**src/rtl/dti_req_arbiter_pkg.sv**
```systemverilog
// Shared types for the DTI request-channel arbiter.
//   arb_state_e     : arbiter FSM state (idle / locked on a multi-beat packet)
//   dti_req_beat_t  : one request beat as carried on the custom NoC channel
//   DTI_PLD_W/ID_W  : default payload ({tdata[79:0], tkeep[9:0]}) and id widths
package dti_req_arbiter_pkg;

   localparam int unsigned DTI_PLD_W = 90;
   localparam int unsigned DTI_ID_W  = 6;

   typedef enum logic {
      ARB_IDLE,
      ARB_LOCKED
   } arb_state_e;

   typedef struct packed {
      logic [DTI_PLD_W-1:0] payload;
      logic [DTI_ID_W-1:0]  srcid;
      logic [DTI_ID_W-1:0]  tgtid;
      logic                 qos;
      logic                 last;
   } dti_req_beat_t;

endpackage

```
**src/rtl/dti_skid_buf.sv**
```systemverilog
// Two-entry valid/ready buffer between the arbiter and the NoC request channel.
// Ports:
//   clk, rst_n            clock, asynchronous active-low reset
//   in_valid/in_ready     write side; in_ready = space for a beat this cycle
//   in_beat               beat to store
//   out_valid/out_ready   read side; out_beat held stable until popped
//   out_beat              oldest stored beat
//   empty                 no beat stored
module dti_skid_buf
   import dti_req_arbiter_pkg::*;
#(
   parameter type beat_t = dti_req_beat_t
) (
   input  logic  clk,
   input  logic  rst_n,
   input  logic  in_valid,
   output logic  in_ready,
   input  beat_t in_beat,
   output logic  out_valid,
   input  logic  out_ready,
   output beat_t out_beat,
   output logic  empty
);

   beat_t      mem [2];
   logic       wr_ptr;
   logic       rd_ptr;
   logic [1:0] count;
   logic       push;
   logic       pop;

   assign out_valid = (count != 2'd0);
   assign empty     = (count == 2'd0);
   assign pop       = out_valid & out_ready;
   // Full buffer still accepts when the head leaves in the same cycle.
   assign in_ready  = (count != 2'd2) | pop;
   assign push      = in_valid & in_ready;
   assign out_beat  = mem[rd_ptr];

   always_ff @(posedge clk or negedge rst_n) begin
      if (!rst_n) begin
         wr_ptr <= 1'b0;
         rd_ptr <= 1'b0;
         count  <= '0;
      end else begin
         if (push) wr_ptr <= ~wr_ptr;
         if (pop)  rd_ptr <= ~rd_ptr;
         case ({push, pop})
            2'b10:   count <= count + 2'd1;
            2'b01:   count <= count - 2'd1;
            default: count <= count;
         endcase
      end
   end

   always_ff @(posedge clk) begin
      if (push) mem[wr_ptr] <= in_beat;
   end

endmodule

```
**src/rtl/dti_req_arbiter.sv**
```systemverilog
// Packet-level arbiter sharing one NoC request channel between PORT_NUM DTI sources.
// QoS-aware round robin with a starvation guard for qos=0 ports; a granted packet
// keeps the channel until its last beat. hold_req/hold_ack drain at a packet boundary.
// Ports:
//   clk, rst_n                       clock, asynchronous active-low reset
//   in_valid/in_ready/in_last        per-port beat handshake and end of packet
//   in_payload/in_srcid/in_tgtid     per-port beat fields, port i at [i*W +: W]
//   in_qos                           per-port priority (1 = high), taken from first beat
//   out_valid/out_ready/out_*        granted beat stream towards the NoC
//   hold_req/hold_ack                stop new packets / channel drained and idle
//   busy                             packet locked or output buffer occupied
module dti_req_arbiter
   import dti_req_arbiter_pkg::*;
#(
   parameter int unsigned PORT_NUM     = 4,
   parameter int unsigned PLD_W        = DTI_PLD_W,
   parameter int unsigned ID_W         = DTI_ID_W,
   parameter int unsigned STARVE_LIMIT = 8
) (
   input  logic                     clk,
   input  logic                     rst_n,
   input  logic [PORT_NUM-1:0]      in_valid,
   output logic [PORT_NUM-1:0]      in_ready,
   input  logic [PORT_NUM*PLD_W-1:0] in_payload,
   input  logic [PORT_NUM*ID_W-1:0] in_srcid,
   input  logic [PORT_NUM*ID_W-1:0] in_tgtid,
   input  logic [PORT_NUM-1:0]      in_qos,
   input  logic [PORT_NUM-1:0]      in_last,
   output logic                     out_valid,
   input  logic                     out_ready,
   output logic [PLD_W-1:0]         out_payload,
   output logic [ID_W-1:0]          out_srcid,
   output logic [ID_W-1:0]          out_tgtid,
   output logic                     out_qos,
   output logic                     out_last,
   input  logic                     hold_req,
   output logic                     hold_ack,
   output logic                     busy
);

   localparam int unsigned IDX_W = $clog2(PORT_NUM);

   // Same layout as dti_req_beat_t, sized by this instance's parameters.
   typedef struct packed {
      logic [PLD_W-1:0] payload;
      logic [ID_W-1:0]  srcid;
      logic [ID_W-1:0]  tgtid;
      logic             qos;
      logic             last;
   } beat_t;

   arb_state_e          state, state_next;
   logic [IDX_W-1:0]    rr_ptr, rr_next;
   logic [IDX_W-1:0]    lock_idx, lock_next;
   logic [7:0]          starve_cnt, starve_next;
   logic                pkt_qos, pkt_qos_next;
   logic [PORT_NUM-1:0] hi_v, lo_v, cls;
   logic [IDX_W-1:0]    winner, sel;
   logic                found;
   int unsigned         scan_idx;
   logic                sb_rdy, sb_empty, sb_in_valid;
   beat_t               sb_in, sb_out;

   // Candidate class and circular first-match from rr_ptr.
   always_comb begin
      hi_v     = in_valid & in_qos;
      lo_v     = in_valid & ~in_qos;
      winner   = '0;
      found    = 1'b0;
      scan_idx = 0;
      if (hi_v == '0)
         cls = in_valid;
      else if (starve_cnt == 8'(STARVE_LIMIT) && lo_v != '0)
         cls = lo_v;
      else
         cls = hi_v;
      for (int unsigned i = 0; i < PORT_NUM; i++) begin
         scan_idx = (32'(rr_ptr) + i) % PORT_NUM;
         if (!found && cls[scan_idx]) begin
            found  = 1'b1;
            winner = IDX_W'(scan_idx);
         end
      end
   end

   always_comb begin
      state_next   = state;
      rr_next      = rr_ptr;
      lock_next    = lock_idx;
      starve_next  = starve_cnt;
      pkt_qos_next = pkt_qos;
      in_ready     = '0;
      sel          = winner;
      sb_in_valid  = 1'b0;
      case (state)
         ARB_IDLE: begin
            if (!hold_req && found) begin
               in_ready[winner] = sb_rdy;
               sb_in_valid      = 1'b1;
               if (sb_rdy) begin
                  rr_next      = IDX_W'((32'(winner) + 32'd1) % PORT_NUM);
                  pkt_qos_next = in_qos[winner];
                  if (!in_qos[winner])
                     starve_next = '0;
                  else if (lo_v != '0 && starve_cnt != 8'(STARVE_LIMIT))
                     starve_next = starve_cnt + 8'd1;
                  if (!in_last[winner]) begin
                     lock_next  = winner;
                     state_next = ARB_LOCKED;
                  end
               end
            end
         end
         ARB_LOCKED: begin
            sel                = lock_idx;
            in_ready[lock_idx] = sb_rdy;
            sb_in_valid        = in_valid[lock_idx];
            if (in_valid[lock_idx] && sb_rdy && in_last[lock_idx])
               state_next = ARB_IDLE;
         end
         default: state_next = ARB_IDLE;
      endcase
      // Keep sources stalled while reset is asserted, not only after the first edge.
      if (!rst_n) in_ready = '0;
   end

   // Beat mux; later beats of a packet carry the qos seen on its first beat.
   always_comb begin
      sb_in = '0;
      for (int unsigned i = 0; i < PORT_NUM; i++) begin
         if (IDX_W'(i) == sel) begin
            sb_in.payload = in_payload[i*PLD_W +: PLD_W];
            sb_in.srcid   = in_srcid[i*ID_W +: ID_W];
            sb_in.tgtid   = in_tgtid[i*ID_W +: ID_W];
            sb_in.qos     = (state == ARB_LOCKED) ? pkt_qos : in_qos[i];
            sb_in.last    = in_last[i];
         end
      end
   end

   always_ff @(posedge clk or negedge rst_n) begin
      if (!rst_n) begin
         state      <= ARB_IDLE;
         rr_ptr     <= '0;
         lock_idx   <= '0;
         starve_cnt <= '0;
         pkt_qos    <= 1'b0;
      end else begin
         state      <= state_next;
         rr_ptr     <= rr_next;
         lock_idx   <= lock_next;
         starve_cnt <= starve_next;
         pkt_qos    <= pkt_qos_next;
      end
   end

   dti_skid_buf #(.beat_t(beat_t)) u_skid (
      .clk       (clk),
      .rst_n     (rst_n),
      .in_valid  (sb_in_valid),
      .in_ready  (sb_rdy),
      .in_beat   (sb_in),
      .out_valid (out_valid),
      .out_ready (out_ready),
      .out_beat  (sb_out),
      .empty     (sb_empty)
   );

   assign out_payload = sb_out.payload;
   assign out_srcid   = sb_out.srcid;
   assign out_tgtid   = sb_out.tgtid;
   assign out_qos     = sb_out.qos;
   assign out_last    = sb_out.last;
   assign hold_ack    = hold_req & (state == ARB_IDLE) & sb_empty;
   assign busy        = (state == ARB_LOCKED) | ~sb_empty;

endmodule

```
**config.mk**
```make
export PLATFORM = sky130hd
export DESIGN_NAME = dti_req_arbiter
export DESIGN_NICKNAME = d
export VERILOG_FILES = /design/src/rtl/dti_req_arbiter_pkg.sv /design/src/rtl/dti_skid_buf.sv /design/src/rtl/dti_req_arbiter.sv
export SDC_FILE = /design/constraint.sdc
export NUM_CORES = 1
export LEC_CHECK = 0
export ABC_AREA = 1
export BUFFER_PORTS_ARGS = -buffer_cell sky130_fd_sc_hd__buf_4
export CAP_MARGIN = 20
export CORE_AREA = 5 5 208 210
export CTS_CLUSTER_SIZE = 16
export DETAILED_ROUTE_END_ITERATION = 8
export DIE_AREA = 0 0 213 215
export SLEW_MARGIN = 20
export SYNTH_ARGS = -nofsm -noshare
export SYNTH_HDL_FRONTEND = slang
export SYNTH_HIERARCHICAL = 1
export SYNTH_SLANG_ARGS = --single-unit
export TNS_END_PERCENT = 5
```
**constraint.sdc**
```tcl
create_clock -name clk -period 8.05 [get_ports clk]
set_input_delay 0.805 -clock clk [delete_from_list [all_inputs] [get_ports clk]]
set_output_delay 0.805 -clock clk [all_outputs]
set_load 0.005 [all_outputs]
```
# == Yosys cells after proc, flatten, opt, wreduce, memory -nomap -nowiden ==
# Memory sizes are Yosys's and may differ from the RTL's.
# Index checks and enable logic that the tools add are counted.
# Widths: inputs -> output; s select.
# classes
bitwise_logic,16
magnitude_cmp,8
eq_ne,9
muxes,54
addsub,7
reduce_logical,23
# op_table
operator,n
$mux 104,4
$mux 1,25
$lt 2x3->1 const B,6
$and 4x4->4,4
$bmux 1 s2,8
$mux 4,4
$mux 8,2
$logic_and 1x1->1,10
$mux 2,5
$add 8x1->8 const B,1
$eq 8x4->1 const B,1
$ne 8x4->1 const B,1
$pmux 4 s2,1
$reduce_and 4->1,2
$add 2x1->2 const B,3
$not 1->1,5
$add 2x2->2 const B,2
$and 1x1->1,4
$demux 1 s2,2
$eq 2x2->1 const A,2
$ge 2x1->1 const B,2
$logic_not 1->1,4
$logic_not 2->1,2
$logic_not 4->1,1
13 further kinds,16
# word_totals
ram_bits,208
input_bits,424
ff_bits,18
n_memories,1
wordCells,126
out_inout_bits,111
# memory_table
memory,words,word_bits,rd,rd_ports_with_merged_regs,write_ports,line_no,text
u_skid.mem,2,104,1,0,1,dti_skid_buf.sv:25,beat_t mem [2];

# == Longest topological paths before layout ==
# depth
depth_word,26
depth_mapped,21
ltp_nobuf,20

# == Cells and area by module ==
# The synthesis kept the hierarchy.
# modules_own_cells
mod,instances,cells_per_inst,seq_area_each_um2,area_each_um2
dti_skid_buf,1,576,6346.1,7815.0
dti_req_arbiter,1,875,350.3,4790.8

# == Worst setup path after synthesis ==
# Ideal clock, no wire load.
# synth_path
path_type,input-to-reg
start,input port in_qos[3]
end,memory u_skid/mem[0][0] in the netlist's numbering (enable)
setup_time_ns,0.568
path_buffers,0
path_slack_ns,1.023
required_ns,7.482
t_arrival_ns,6.460
cell_stages,16
path_cell_list,inv_1 nand2_1 nand2_1 inv_2 nand2_4 nand2_4 nand2_1 nand3_1 nand3_1 nand3_1 nand2_1 nor2_2 nand3b_1 a22o_1 nand2_1 nor2_1
# synth_between
elab_chain_cells,24
word_cells_on_any_way,32
classes_between,18 x mux; 4 x bitwise; 10 x reduce/logical
# synth_rtl
item,line_no,text
start: declaration,dti_req_arbiter.sv:27,"input logic [PORT_NUM-1:0] in_qos,"
$not 4->4,dti_req_arbiter.sv:67,lo_v = in_valid & ~in_qos;
$and 4x4->4,dti_req_arbiter.sv:67,
$reduce_bool 4->1,dti_req_arbiter.sv:73,else if (starve_cnt == 8'(STARVE_LIMIT) && lo_v != '0)
$logic_and 1x1->1,dti_req_arbiter.sv:73,
$mux 4,dti_req_arbiter.sv:73,
$mux 4 *,dti_req_arbiter.sv:71,if (hi_v == '0)
$bmux 1 s2,dti_req_arbiter.sv:79,if (!found && cls[scan_idx]) begin
$mux 1 (implied by the code),dti_req_arbiter.sv:79,
(+9 left out),--,
$mux 1 *,dti_req_arbiter.sv:79,
$logic_and 1x1->1 *,dti_req_arbiter.sv:97,if (!hold_req && found) begin
$mux 1 *,dti_req_arbiter.sv:97,
$pmux 1 s2 *,dti_req_arbiter.sv:95,case (state)
via sb_in_valid,dti_req_arbiter.sv:61,"logic sb_rdy, sb_empty, sb_in_valid;"
$and 1x1->1 *,dti_skid_buf.sv:37,assign push = in_valid & in_ready;
$mux 1 *,dti_skid_buf.sv:57,if (push) mem[wr_ptr] <= in_beat;
$mux 1 (implied by the code) *,dti_skid_buf.sv:57,
end: declaration,dti_skid_buf.sv:25,
# Mark *: on every way through the listed nets, which the timed path passes. The rest lies on a longest branch. The select of a mux whose other input is x is not followed.

==> out/metrics.csv <==
metric,value,unit
run_status,finished clean,
syn2layout_area_growth,39.6,%
gp_congestion,0.919,
yosys.area_share.adder,0.596,%
final.period_utilization,54.8,%
antenna_violations_before_repair,0,
combinational_family_with_the_most_area_after_synthesis,simple AND/OR/NAND/NOR gates,
post_cts_gate_resize_count,0,
grt_use_total,19.2,%
grt_pass1_wl,70200,um
drive_above_1_share,31.7,%
post_synth_xor_area_fraction,0.625,%
synth_cells,1451,
numClockSinks,226,
detailedPlace.worstSlack,3.46,ns
hold_class,primary input to async pin,
grt_max_degree,119,
max_slew_margin,33.3,%
crit_required,8.40,ns
wire_per_inst,18.9,um
routed-via-count,12400,
n_fill_cell,4123,
met2_track_utilization_from_global_routing,33.5,%
fp.dieArea,45800,um^2
timing.critical_path.arrival,4.76,ns
first_iter_violations,960,
timing.fmax,0.227,GHz
dpl.hpwl,33600,um
final_hold_viol_count,0,
post_cts_hold_buffer_count,0,
report.power.total,9.14,mW
setup_viol,0,
grt_util_met3,2.63,%
max-clock-path-buffers,3,
synth.distinct_cells,31,
min_period,4.41,ns
slowest_stage,sky130_fd_sc_hd__buf_4,
worst-r2r-setup-slack,3.64,ns
grt_busiest_layer,met2,
synthMuxAreaShare,0,%
first_global_vias,11900,
starting_density,30.5,%
placedCellCount,2429,
rsz0062_at_grt,false,
netlist_area,12600,um^2
synth_sequential_area_ratio,53.1,%
first_pass_iteration_count_of_the_detailed_router,6,
drt_wl_total,46900,um
total_nets_final,2349,
leakage,7.87,nW
die_width,213,um
timing_worst_setup_path_type,flop to flop,
clk_pin_slew,0.06,ns
worst_ir_drop_vdd,0.402,mV
core,41400,um^2
globalRoute.totalOverflow,0,
power_density,519,nW/um^2
pin_slew_with_the_least_headroom_to_its_limit,1.00,ns
fin_worst_skew,0.00833,ns
cts_tree,built,
final_antenna_net_count,0,
top_level_ports,535,
met1_use_gr,25.6,%
cts-buffers-inserted,27,
numPortBuffers,534,
crit_path_start_kind,flop,
cts_htree_levels,1,
critPathMaxFanout,116,
postSynthNetCount,1881,
postLayoutSetupSlackWorst,3.64,ns
clock_tree.root_cell,sky130_fd_sc_hd__clkbuf_16,
post-cts-setup-buffer-count,0,
timing.critical_path.to_type,flop,
fin_cells,2478,
postSynthRegisterBits,226,
synth.yosys.warnings,6,
clkLatencyLatePin,0.52,ns
avg_synthesized_cell_area,8.69,um^2
setup_tns,0,ns
antenna_cells,0,
floorplan.die.height,215,um
slew_viol_final,0,
post_synthesis_share_of_cell_area_spent_on_and_or_nand_and_nor_gates,37.5,%
longest_individual_stage_delay_on_the_worst_path,0.85,ns
vias_per_std_cell,5.02,
cp_cell_sequence,inv_1 -> ha_1 -> nand3_1 -> nor2_4 -> nand2_4 -> nand2_1 -> nand3_1 -> nand3_1 -> nand3_1 -> nand2_2 -> nand3_2 -> nand3_2 -> nand3_2 -> nand2_8 -> buf_4 -> nand3_1 -> nand4_1,
max_cap_violations,0,
rows,75,
critPathMostFrequentCell,sky130_fd_sc_hd__nand3_1,
route.detailed.drc,0,
synth_compound_area_share,0.943,%
[power breakdown]
group / internal [mW] / switching (mW) / total (mW)
Combinational: 1.61 / 3.62 / 5.23
Clock: 0.742 / 0.473 / 1.22
Sequential: 2.46 / 0.226 / 2.69
[cell families after synthesis]
group                      after synthesis
adders and majority gates                6
DFF                                    226
AOI/OAI and AO/OA                       20
buffers and inverters                  154
and+or+nand+nor                       1036
xor gates and xnor gates                 9
[flip-flops by register name, summed over array words and instances (netlist names)]
register       cells
pkt_qos            1
u_skid/rd_ptr      1
u_skid/wr_ptr      1
u_skid/count       2
lock_idx           2
state              1
starve_cnt         8
u_skid/mem       208
rr_ptr             2
[layout by cell type (no fill, tap or decap), drive strengths merged]
cell and count:
bufinv 4, a21oi 7, o211ai 1, clkbuf 30
nor3 2, nand3 381, dfrtp 18, clkinvlp 2
a22o 1, inv 48, nor2 22, clkinv 12
edfxtp 208, nand3b 2, a31oi 1, xor2 9
o31ai 1, o21ai 7, buf 546, nand4 110
a22oi 2, ha 6, nand2 519
[synthesized netlist by cell type, drive strengths merged]
master,number,area [um^2]
ha,6,75.1
nand4,110,688
o31ai,1,7.51
nor2,22,103
xor2,9,78.8
nand3,381,1930
nand3b,2,15.0
nor3,2,10.0
inv,47,179
a31oi,1,6.26
a21oi,7,38.8
a22oi,2,15.0
a22o,1,8.76
edfxtp,208,6250
o211ai,1,7.51
dfrtp,18,450
o21ai,7,35.0
clkbuf,8,33.8
buf,99,696
nand2,519,1990
[cell type report]
class                      count  area [um^2]  share of cell area (%)
clock buffer                  30          687                    3.90
clock inverter                19          206                    1.17
tap                          539          674                    3.83
timing repair buffer         546         4100                    23.3
multi-input combinational   1071         5050                    28.7
sequential                   226         6700                    38.1
inverter                      47          179                    1.02
[routing by layer]
layer | share of wire, % | up-vias
met3 | 6.3 | 66
met5 | 0 | -
met2 | 51 | 447
met4 | 2.2 | 0
met1 | 41 | 5915
li1 | - | 6009
[critical path: cells and delay by family, from the launching register on]
family	cells	cell delay, ns
flip-flops	1	0.38
adder cells (fa/ha/maj)	1	0.15
AND/OR/NAND/NOR	14	2.46
buffers and inverters	2	0.96
[worst paths after layout]
kind,startpoint,to,depth (start not counted)
setup / recovery,starve_cnt[0]$_DFFE_PN0P_,u_skid/mem[0][92]$_DFFE_PP_,17
hold / removal,rst_n,lock_idx[0]$_DFFE_PN0P_,1
setup reg to reg,starve_cnt[0]$_DFFE_PN0P_,u_skid/mem[0][92]$_DFFE_PP_,17
hold reg to reg,pkt_qos$_DFFE_PN0P_,pkt_qos$_DFFE_PN0P_,2
max in group asynchronous,rst_n,u_skid/rd_ptr$_DFFE_PN0P_,1
min in group clk,pkt_qos$_DFFE_PN0P_,pkt_qos$_DFFE_PN0P_,2
[stage by stage]
stage                     util [%]  hold slack, ns  area (um^2)
after floorplan                  -           0.449        12600
after global placement        40.4           0.471        16700
after detailed placement      40.4           0.480        16700
after CTS                     42.5           0.133        17600
after global routing          42.5           0.157        17600
final                         42.5           0.156        17600
Power figures use the tool's default switching activity.
